File: src/rtl/matrix_pkg.sv
// Shared types and constants for the matrix datapath result path.
// A result set packs the four 2x2 products row-major, R1C1 in the top element.
package matrix_pkg;

    localparam int RESULT_W    = 16;
    localparam int NUM_RESULTS = 4;
    localparam int ELEM_W      = 8;
    localparam int IDX_W       = $clog2(NUM_RESULTS);

    typedef logic [NUM_RESULTS-1:0][RESULT_W-1:0] result_set_t;

    typedef enum logic {
        S_IDLE,
        S_STREAM
    } stream_state_t;

    // Element 0 is result1, which sits in the most significant slice of the set.
    function automatic logic [RESULT_W-1:0] get_elem(input result_set_t rs,
                                                     input logic [IDX_W-1:0] idx);
        return rs[IDX_W'(NUM_RESULTS - 1) - idx];
    endfunction

endpackage

File: src/rtl/result_unloader_if.sv
// Result stream: one element per beat with its position in the set.
interface result_unloader_if;
    import matrix_pkg::*;

    logic [RESULT_W-1:0] out_data;
    logic [IDX_W-1:0]    out_index;
    logic                out_last;
    logic                out_valid;
    logic                out_ready;

    modport master (
        output out_data,
        output out_index,
        output out_last,
        output out_valid,
        input  out_ready
    );

    modport slave (
        input  out_data,
        input  out_index,
        input  out_last,
        input  out_valid,
        output out_ready
    );

endinterface

File: src/rtl/result_slot_buffer.sv
// Two-entry ping-pong FIFO of complete result sets.
// rd_data looks ahead past a slot being freed this cycle, so the consumer can
// register the next set's first element on the same edge that frees the slot.
module result_slot_buffer
    import matrix_pkg::*;
(
    input  logic        clk,
    input  logic        rst,
    input  logic        wr_en,
    input  result_set_t wr_data,
    input  logic        rd_free,
    output logic [1:0]  count,
    output logic        full,
    output logic        empty,
    output result_set_t rd_data
);

    result_set_t mem [2];
    logic        wr_ptr;
    logic        rd_ptr;

    assign full    = (count == 2'd2);
    assign empty   = (count == 2'd0);
    assign rd_data = mem[rd_ptr ^ rd_free];

    // Pointer and occupancy bookkeeping; a write and a free in one cycle cancel out.
    always_ff @(posedge clk or negedge rst) begin
        if (!rst) begin
            wr_ptr <= 1'b0;
            rd_ptr <= 1'b0;
            count  <= 2'd0;
        end else begin
            if (wr_en)
                wr_ptr <= ~wr_ptr;
            if (rd_free)
                rd_ptr <= ~rd_ptr;
            case ({wr_en, rd_free})
                2'b10:   count <= count + 2'd1;
                2'b01:   count <= count - 2'd1;
                default: count <= count;
            endcase
        end
    end

    // Slot storage carries data only, so it is left out of reset.
    always_ff @(posedge clk) begin
        if (wr_en)
            mem[wr_ptr] <= wr_data;
    end

endmodule

File: src/rtl/result_unloader.sv
// Captures multiplier results on the rising edge of the done flag, queues up
// to two sets and streams them one element per beat over valid/ready.
// All stream outputs are registered; next values are computed from the set
// that will be at the head after this edge, including a set captured now.
module result_unloader
    import matrix_pkg::*;
(
    input  logic                clk,
    input  logic                rst,
    input  logic [RESULT_W-1:0] result1,
    input  logic [RESULT_W-1:0] result2,
    input  logic [RESULT_W-1:0] result3,
    input  logic [RESULT_W-1:0] result4,
    input  logic                matrix_multiplication_done,
    result_unloader_if.master   stream,
    output logic                busy,
    output logic                overflow
);

    logic                done_q;
    logic                capture;
    logic                beat;
    logic                last_acc;
    logic                wr_en;
    logic                post_free_empty;
    logic [1:0]          count;
    logic                full;
    logic                empty;
    result_set_t         captured;
    result_set_t         rd_data;
    result_set_t         next_set;
    stream_state_t       state;
    stream_state_t       state_nxt;
    logic [IDX_W-1:0]    idx_nxt;
    logic [RESULT_W-1:0] data_nxt;
    logic                valid_nxt;
    logic                last_nxt;
    logic                busy_nxt;

    assign captured = {result1, result2, result3, result4};
    assign capture  = matrix_multiplication_done && !done_q;
    assign beat     = stream.out_valid && stream.out_ready;
    assign last_acc = beat && stream.out_last;
    // A slot freed by the final beat this cycle is already available to a capture.
    assign wr_en    = capture && (!full || last_acc);
    // True when no stored set remains once this cycle's free has taken effect.
    assign post_free_empty = empty || (last_acc && count == 2'd1);
    assign next_set = post_free_empty ? captured : rd_data;

    result_slot_buffer u_slot_buffer (
        .clk     (clk),
        .rst     (rst),
        .wr_en   (wr_en),
        .wr_data (captured),
        .rd_free (last_acc),
        .count   (count),
        .full    (full),
        .empty   (empty),
        .rd_data (rd_data)
    );

    // Done edge detection and sticky record of dropped sets.
    always_ff @(posedge clk or negedge rst) begin
        if (!rst) begin
            done_q   <= 1'b0;
            overflow <= 1'b0;
        end else begin
            done_q <= matrix_multiplication_done;
            if (capture && !wr_en)
                overflow <= 1'b1;
        end
    end

    // Stream FSM state register.
    always_ff @(posedge clk or negedge rst) begin
        if (!rst)
            state <= S_IDLE;
        else
            state <= state_nxt;
    end

    // Stream FSM next state: leave STREAM only when nothing is left to send.
    always_comb begin
        state_nxt = state;
        case (state)
            S_IDLE:   if (!empty || wr_en) state_nxt = S_STREAM;
            S_STREAM: if (last_acc && post_free_empty && !wr_en) state_nxt = S_IDLE;
            default:  state_nxt = S_IDLE;
        endcase
    end

    // Next values of the registered stream outputs; a stall leaves all of them unchanged.
    always_comb begin
        idx_nxt = stream.out_index;
        if (state_nxt != S_STREAM)
            idx_nxt = '0;
        else if (beat)
            idx_nxt = stream.out_last ? '0 : stream.out_index + 1'b1;
        valid_nxt = (state_nxt == S_STREAM);
        last_nxt  = valid_nxt && (idx_nxt == IDX_W'(NUM_RESULTS - 1));
        data_nxt  = valid_nxt ? get_elem(next_set, idx_nxt) : '0;
        busy_nxt  = !post_free_empty || wr_en;
    end

    // Output registers.
    always_ff @(posedge clk or negedge rst) begin
        if (!rst) begin
            stream.out_valid <= 1'b0;
            stream.out_data  <= '0;
            stream.out_index <= '0;
            stream.out_last  <= 1'b0;
            busy             <= 1'b0;
        end else begin
            stream.out_valid <= valid_nxt;
            stream.out_data  <= data_nxt;
            stream.out_index <= idx_nxt;
            stream.out_last  <= last_nxt;
            busy             <= busy_nxt;
        end
    end

endmodule
File: src/flat_wrapper.sv
// flat-port wrapper written by rule: the top's interface ports become plain ports
module result_unloader_flat import matrix_pkg::*;
  (clk, rst, result1, result2, result3, result4, matrix_multiplication_done, busy, overflow, stream_out_data, stream_out_index, stream_out_last, stream_out_valid, stream_out_ready);
  result_unloader_if stream_i ();
  input  logic clk;
  input  logic rst;
  input  logic [RESULT_W-1:0] result1;
  input  logic [RESULT_W-1:0] result2;
  input  logic [RESULT_W-1:0] result3;
  input  logic [RESULT_W-1:0] result4;
  input  logic matrix_multiplication_done;
  output logic busy;
  output logic overflow;
  output wire logic [$bits(stream_i.out_data)-1:0] stream_out_data;
  output wire logic [$bits(stream_i.out_index)-1:0] stream_out_index;
  output wire logic [$bits(stream_i.out_last)-1:0] stream_out_last;
  output wire logic [$bits(stream_i.out_valid)-1:0] stream_out_valid;
  input wire logic [$bits(stream_i.out_ready)-1:0] stream_out_ready;
  assign stream_out_data = stream_i.out_data;
  assign stream_out_index = stream_i.out_index;
  assign stream_out_last = stream_i.out_last;
  assign stream_out_valid = stream_i.out_valid;
  assign stream_i.out_ready = stream_out_ready;
  result_unloader u_core (.clk(clk), .rst(rst), .result1(result1), .result2(result2), .result3(result3), .result4(result4), .matrix_multiplication_done(matrix_multiplication_done), .stream(stream_i), .busy(busy), .overflow(overflow));
endmodule
File: config.mk
export PLATFORM = sky130hd
export DESIGN_NAME = result_unloader_flat
export DESIGN_NICKNAME = d
export VERILOG_FILES = /design/src/rtl/matrix_pkg.sv /design/src/rtl/result_unloader_if.sv /design/src/rtl/result_slot_buffer.sv /design/src/rtl/result_unloader.sv /design/src/flat_wrapper.sv
export SDC_FILE = /design/constraint.sdc
export NUM_CORES = 1
export LEC_CHECK = 0
export CAP_MARGIN = 20
export CELL_PAD_IN_SITES_DETAIL_PLACEMENT = 1
export CELL_PAD_IN_SITES_GLOBAL_PLACEMENT = 1
export CORE_MARGIN = 2
export CORE_UTILIZATION = 53
export CTS_CLUSTER_DIAMETER = 200
export DETAILED_ROUTE_END_ITERATION = 10
export DONT_BUFFER_PORTS = 1
export PLACE_DENSITY = 0.76
export SKIP_LAST_GASP = 1
export SLEW_MARGIN = 20
export SYNTH_ARGS = -nofsm -noshare
export SYNTH_HDL_FRONTEND = slang
export SYNTH_HIERARCHICAL = 1
export SYNTH_SLANG_ARGS = --single-unit
export TNS_END_PERCENT = 50
File: constraint.sdc
create_clock -name clk -period 5.61 [get_ports clk]
set_input_delay 1.122 -clock clk [delete_from_list [all_inputs] [get_ports clk]]
set_output_delay 1.122 -clock clk [all_outputs]
set_load 0.1 [all_outputs]
==> flow_results.org <==
** Routing
- Once detail routing completed, the nets flagged for antenna violations numbered 0.
- The routed layout has 3737 vias.
- WL/cell :: 26.2 um
- In this run, the number of DRC markers left after iteration 0 of detailed routing was 293.
- Summed over all layers, the routed wires come to 15.9 mm.
- Via density :: 6.14
- In the routed design, unresolved DRC markers number 0.
- The first TritonRoute pass finished after 4 iterations.

** Place
- # port buffers :: 0
- Placement Setup Slack :: 1.77 ns
- The placed instances occupy a cell area of 7050 sq um.
- After legalization and detailed placement, the total HPWL measured 9.70 mm.
- Counting tap cells, the placed design contains a total of 576 instances.
- The congestion estimate from routability-driven global placement came to 0.801.

** Finish
- Fraction of final layout cells with drive strength greater than 1 :: 0.281
- Final design instance area without fill :: 7660 sq um
- 0 antenna diodes ended up in the layout.
- Area of combinational cells with multiple inputs :: 2240 sq um
- Compared with the post-synthesis result, the final layout area differs by 10.4%.
- Storage cell area :: 4520 sq um
- Nets :: 493
- Post-route insts no fill :: 609
- Number of fill cells :: 1185

** Synth
- The synthesized design contains 155 register bits.
- Synthesized Nets :: 494
- The netlist uses 48 different library cells.
- Synthesized area per cell :: 16.3 sq um
- Post-synth ARST share :: 0.174
- Number of flops mapped to enable cells by yosys :: 128
- Top cell type by total area after synthesis :: edfxtp_1
- By area the synthesized netlist is led by edfxtp_1, mux2_4, dfrtp_1.
- Seq/Total Area, Yosys :: 0.651
- Top cells by instance count after synthesis :: edfxtp_1, mux2_4, dfrtp_1, nor3_1
- Most numerous cell in the Yosys netlist :: edfxtp_1
- YS warnings :: 6
- The share of synthesized area in the top cell type comes to 0.554.
- Gate count after technology mapping :: 425
- In the synthesized netlist the dominant register cell turns out to be edfxtp_1.
- After synthesis the cells add up to 6940 sq um.

** STA
- Adding up every negative setup slack in the final design gives 0 ns.
- RSZ-0062 raised after global routing :: false
- Post-route minimum period :: 3.66 ns
- The number of max-slew violations in the final report was 0.
- The number of failing hold endpoints at the final stage is 0.
- Setup violations remaining at the end of the flow were counted as 0.
- Setup slack on the critical path of the routed design comes to 1.95 ns.
- Transition time at the pin with the least slew margin :: 1.08 ns
- Upper clock frequency limit :: 273 MHz
- Post-route clock period utilization :: 0.653
- Relative slew slack :: 0.283
- Worst-case clock skew :: 0.0102 ns

** Global routing
- Antenna violations before repair :: 0
- Across every metal layer, demand over resource in global routing totals 0.242.
- The first global-routing pass estimated 25.1 mm of wire.
- Final global-route overflow total :: 0
- Pin count of the biggest net entering global routing :: 66
- Via count of the first global-routing pass :: 4291

** Pwr
- Part of the total power dissipated in combinational logic :: 0.369
- Sequential cell fraction of total power :: 0.414
- IR analysis of the VDD net gives a maximum drop of 0.000425 V.
- Internal :: 0.00307 W
- Overall Power :: 0.00524 W
- Dividing total power by cell area gives a power density of 684 nW/um^2.
- Of the total power, the share spent switching nets is 0.414.
- In this run the static leakage power is 2.68 nW.
- Clock network fraction of design power :: 0.218
- Total net switching power :: 0.00217 W

** Critical path
- The critical path goes through nand3_1, inv_1, xnor2_2, buf_6, mux2_2, o22a_1, o221ai_1, o32ai_1.
- The largest single stage delay on the critical path is 1.05 ns.
- STA classifies the critical path startpoint as a flip-flop.
- Broken down by cell family, the worst path's largest delay share belongs to flip-flops.
- In this run the worst path has a maximum fanout of 65.
- The slowest stage of the critical path is the dfrtp_1 cell.
- Data on the critical path is required at its endpoint by 5.89 ns.
- Together, buffers and inverters on the worst path number 2.
- Worst Path Class, Setup :: reg -> reg
- Data arrival time of the critical path :: 3.95 ns
- STA classifies the critical path endpoint as a flip-flop.

** Flow run
- Number of maximum-capacitance violations :: 0

** CTS
- Total setup buffers inserted after CTS :: 0
- Source-to-sink clock delay at the later pin of the worst-skew pair :: 0.42 ns
- Counting along the longest clock path gives a buffer depth of 2.
- Post-CTS Hold Buffers :: 0
- Clock Pin Slew Worst Setup and Hold Paths :: 0.06 ns
- Total of cells resized after clock tree synthesis :: 0
- The root buffer cell chosen for the clock tree is clkbuf_16.
- TritonCTS clock tree :: done
- Counting the buffers created by CTS gives 17.
- The tree built by TritonCTS fans out to 155 sinks.
- The H-tree generated during clock tree synthesis spans 4 levels.

** Floorplanning
- In this run the count of I/O pins placed on the die edge is 90.
- Core region area :: 12700 sq um
- Die outline width :: 118 um
- Site Rows :: 41
- Die height :: 118 um
- Initial standard-cell utilization of the core :: 0.545
- Area enclosed by the die boundary :: 14000 sq um

** Outcome
- Status :: finished clean

** Worst hold path
- In this run the worst hold path is classified as in -> async.
power groups by stage:
| stage | Sequential (W) | Clock [W] | Combinational (W) |
|---|---|---|---|
| 3_3_place_gp | 0.00218 | 0 | 0.00185 |
| 3_5_place_dp | 0.00219 | 0 | 0.00189 |
| 2_1_floorplan | 0.00215 | 0 | 0.00157 |
| 4_1_cts | 0.00217 | 0.00116 | 0.00192 |
| 6_report | 0.00217 | 0.00114 | 0.00193 |
| 5_1_grt | 0.00219 | 0.00120 | 0.00207 |
cell usage in the layout (no fill, tap or decap), types with 2 or more instances in the layout:
cell and n:
dfrtp_1 27, nor3_1 27, edfxtp_1 128, and2_1 2
inv_1 4, o221ai_1 14, nand2b_1 2, nor2_1 3
clkbuf_1 3, o32ai_2 3, clkinv_2 5, nor2b_1 2
clkbuf_16 17, o21a_1 2, mux2_2 19, nor3b_1 19
buf_4 7, o32ai_1 11, mux2_4 53, clkinv_4 2
a311oi_1 4, bufinv_16 3, xor2_1 2, xnor2_1 2
nand2_1 13, a211oi_1 4, o21ai_1 10, o22a_1 13
mux2_1 7, o21ai_0 4
state kept, by name, summed over array words and instances (netlist names):
signal / cells
u_core/overflow: 1
u_core/u_slot_buffer/rd_ptr: 1
u_core/stream.out_valid: 1
u_core/stream.out_data: 16
u_core/u_slot_buffer/mem: 128
u_core/u_slot_buffer/count: 2
u_core/u_slot_buffer/wr_ptr: 1
u_core/stream.out_last: 1
u_core/busy: 1
u_core/stream.out_index: 2
u_core/done_q: 1
cell families after synthesis:
group | synth area share
compound gates | 0.0923
xor+xnor | 0.00631
fa+ha+maj | 0.00180
buf+inv | 0.0296
flops | 0.651
mux | 0.157
simple gates | 0.0617
metal layers:
layer	share of wire	global-route usage	vias to the layer above
li1	-	-	1689
met1	0.38	0.276	1912
met2	0.52	0.417	116
met3	0.075	0.0903	20
met4	0.019	0.0885	0
met5	0	0	-
worst reg2reg max path: cells and delay by family, from the launching register on:
family                    cells  cell delay, ns
AOI/OAI and AO/OA             3            0.72
and+or+nand+nor               1            0.31
xor gates and xnor gates      1            0.13
DFF                           1            1.05
buffers and inverters         2            0.87
muxes                         1            0.46
per-stage QoR:
step,hold slack [ns],util
2_1_floorplan,0.456,-
3_3_place_gp,0.517,0.554
3_5_place_dp,0.531,0.554
4_1_cts,0.372,0.600
5_1_grt,0.367,0.602
6_report,0.388,0.602
final cells by class:
cell class | instances | share of cell area
Clock inverter | 12 | 0.0194
Multi-Input combinational cell | 237 | 0.292
Inverter | 4 | 0.00196
Sequential cell | 155 | 0.590
Clock buffer | 20 | 0.0570
Tap cell | 172 | 0.0281
Timing Repair Buffer | 9 | 0.0119
worst paths after layout:
kind	from	depth (start not counted)	slack, ns	end
min	rst	0	0.39	u_core/stream.out_data[4]
max reg2reg	u_core/stream.out_valid	8	1.95	u_core/stream.out_data[1]
min in group clk	u_core/u_slot_buffer/wr_ptr	1	0.54	u_core/u_slot_buffer/wr_ptr
max in group asynchronous	rst	0	5.13	u_core/stream.out_data[14]
min reg2reg	u_core/u_slot_buffer/wr_ptr	1	0.54	u_core/u_slot_buffer/wr_ptr
max	u_core/stream.out_valid	8	1.95	u_core/stream.out_data[1]
(Power assumes the default switching activity.)
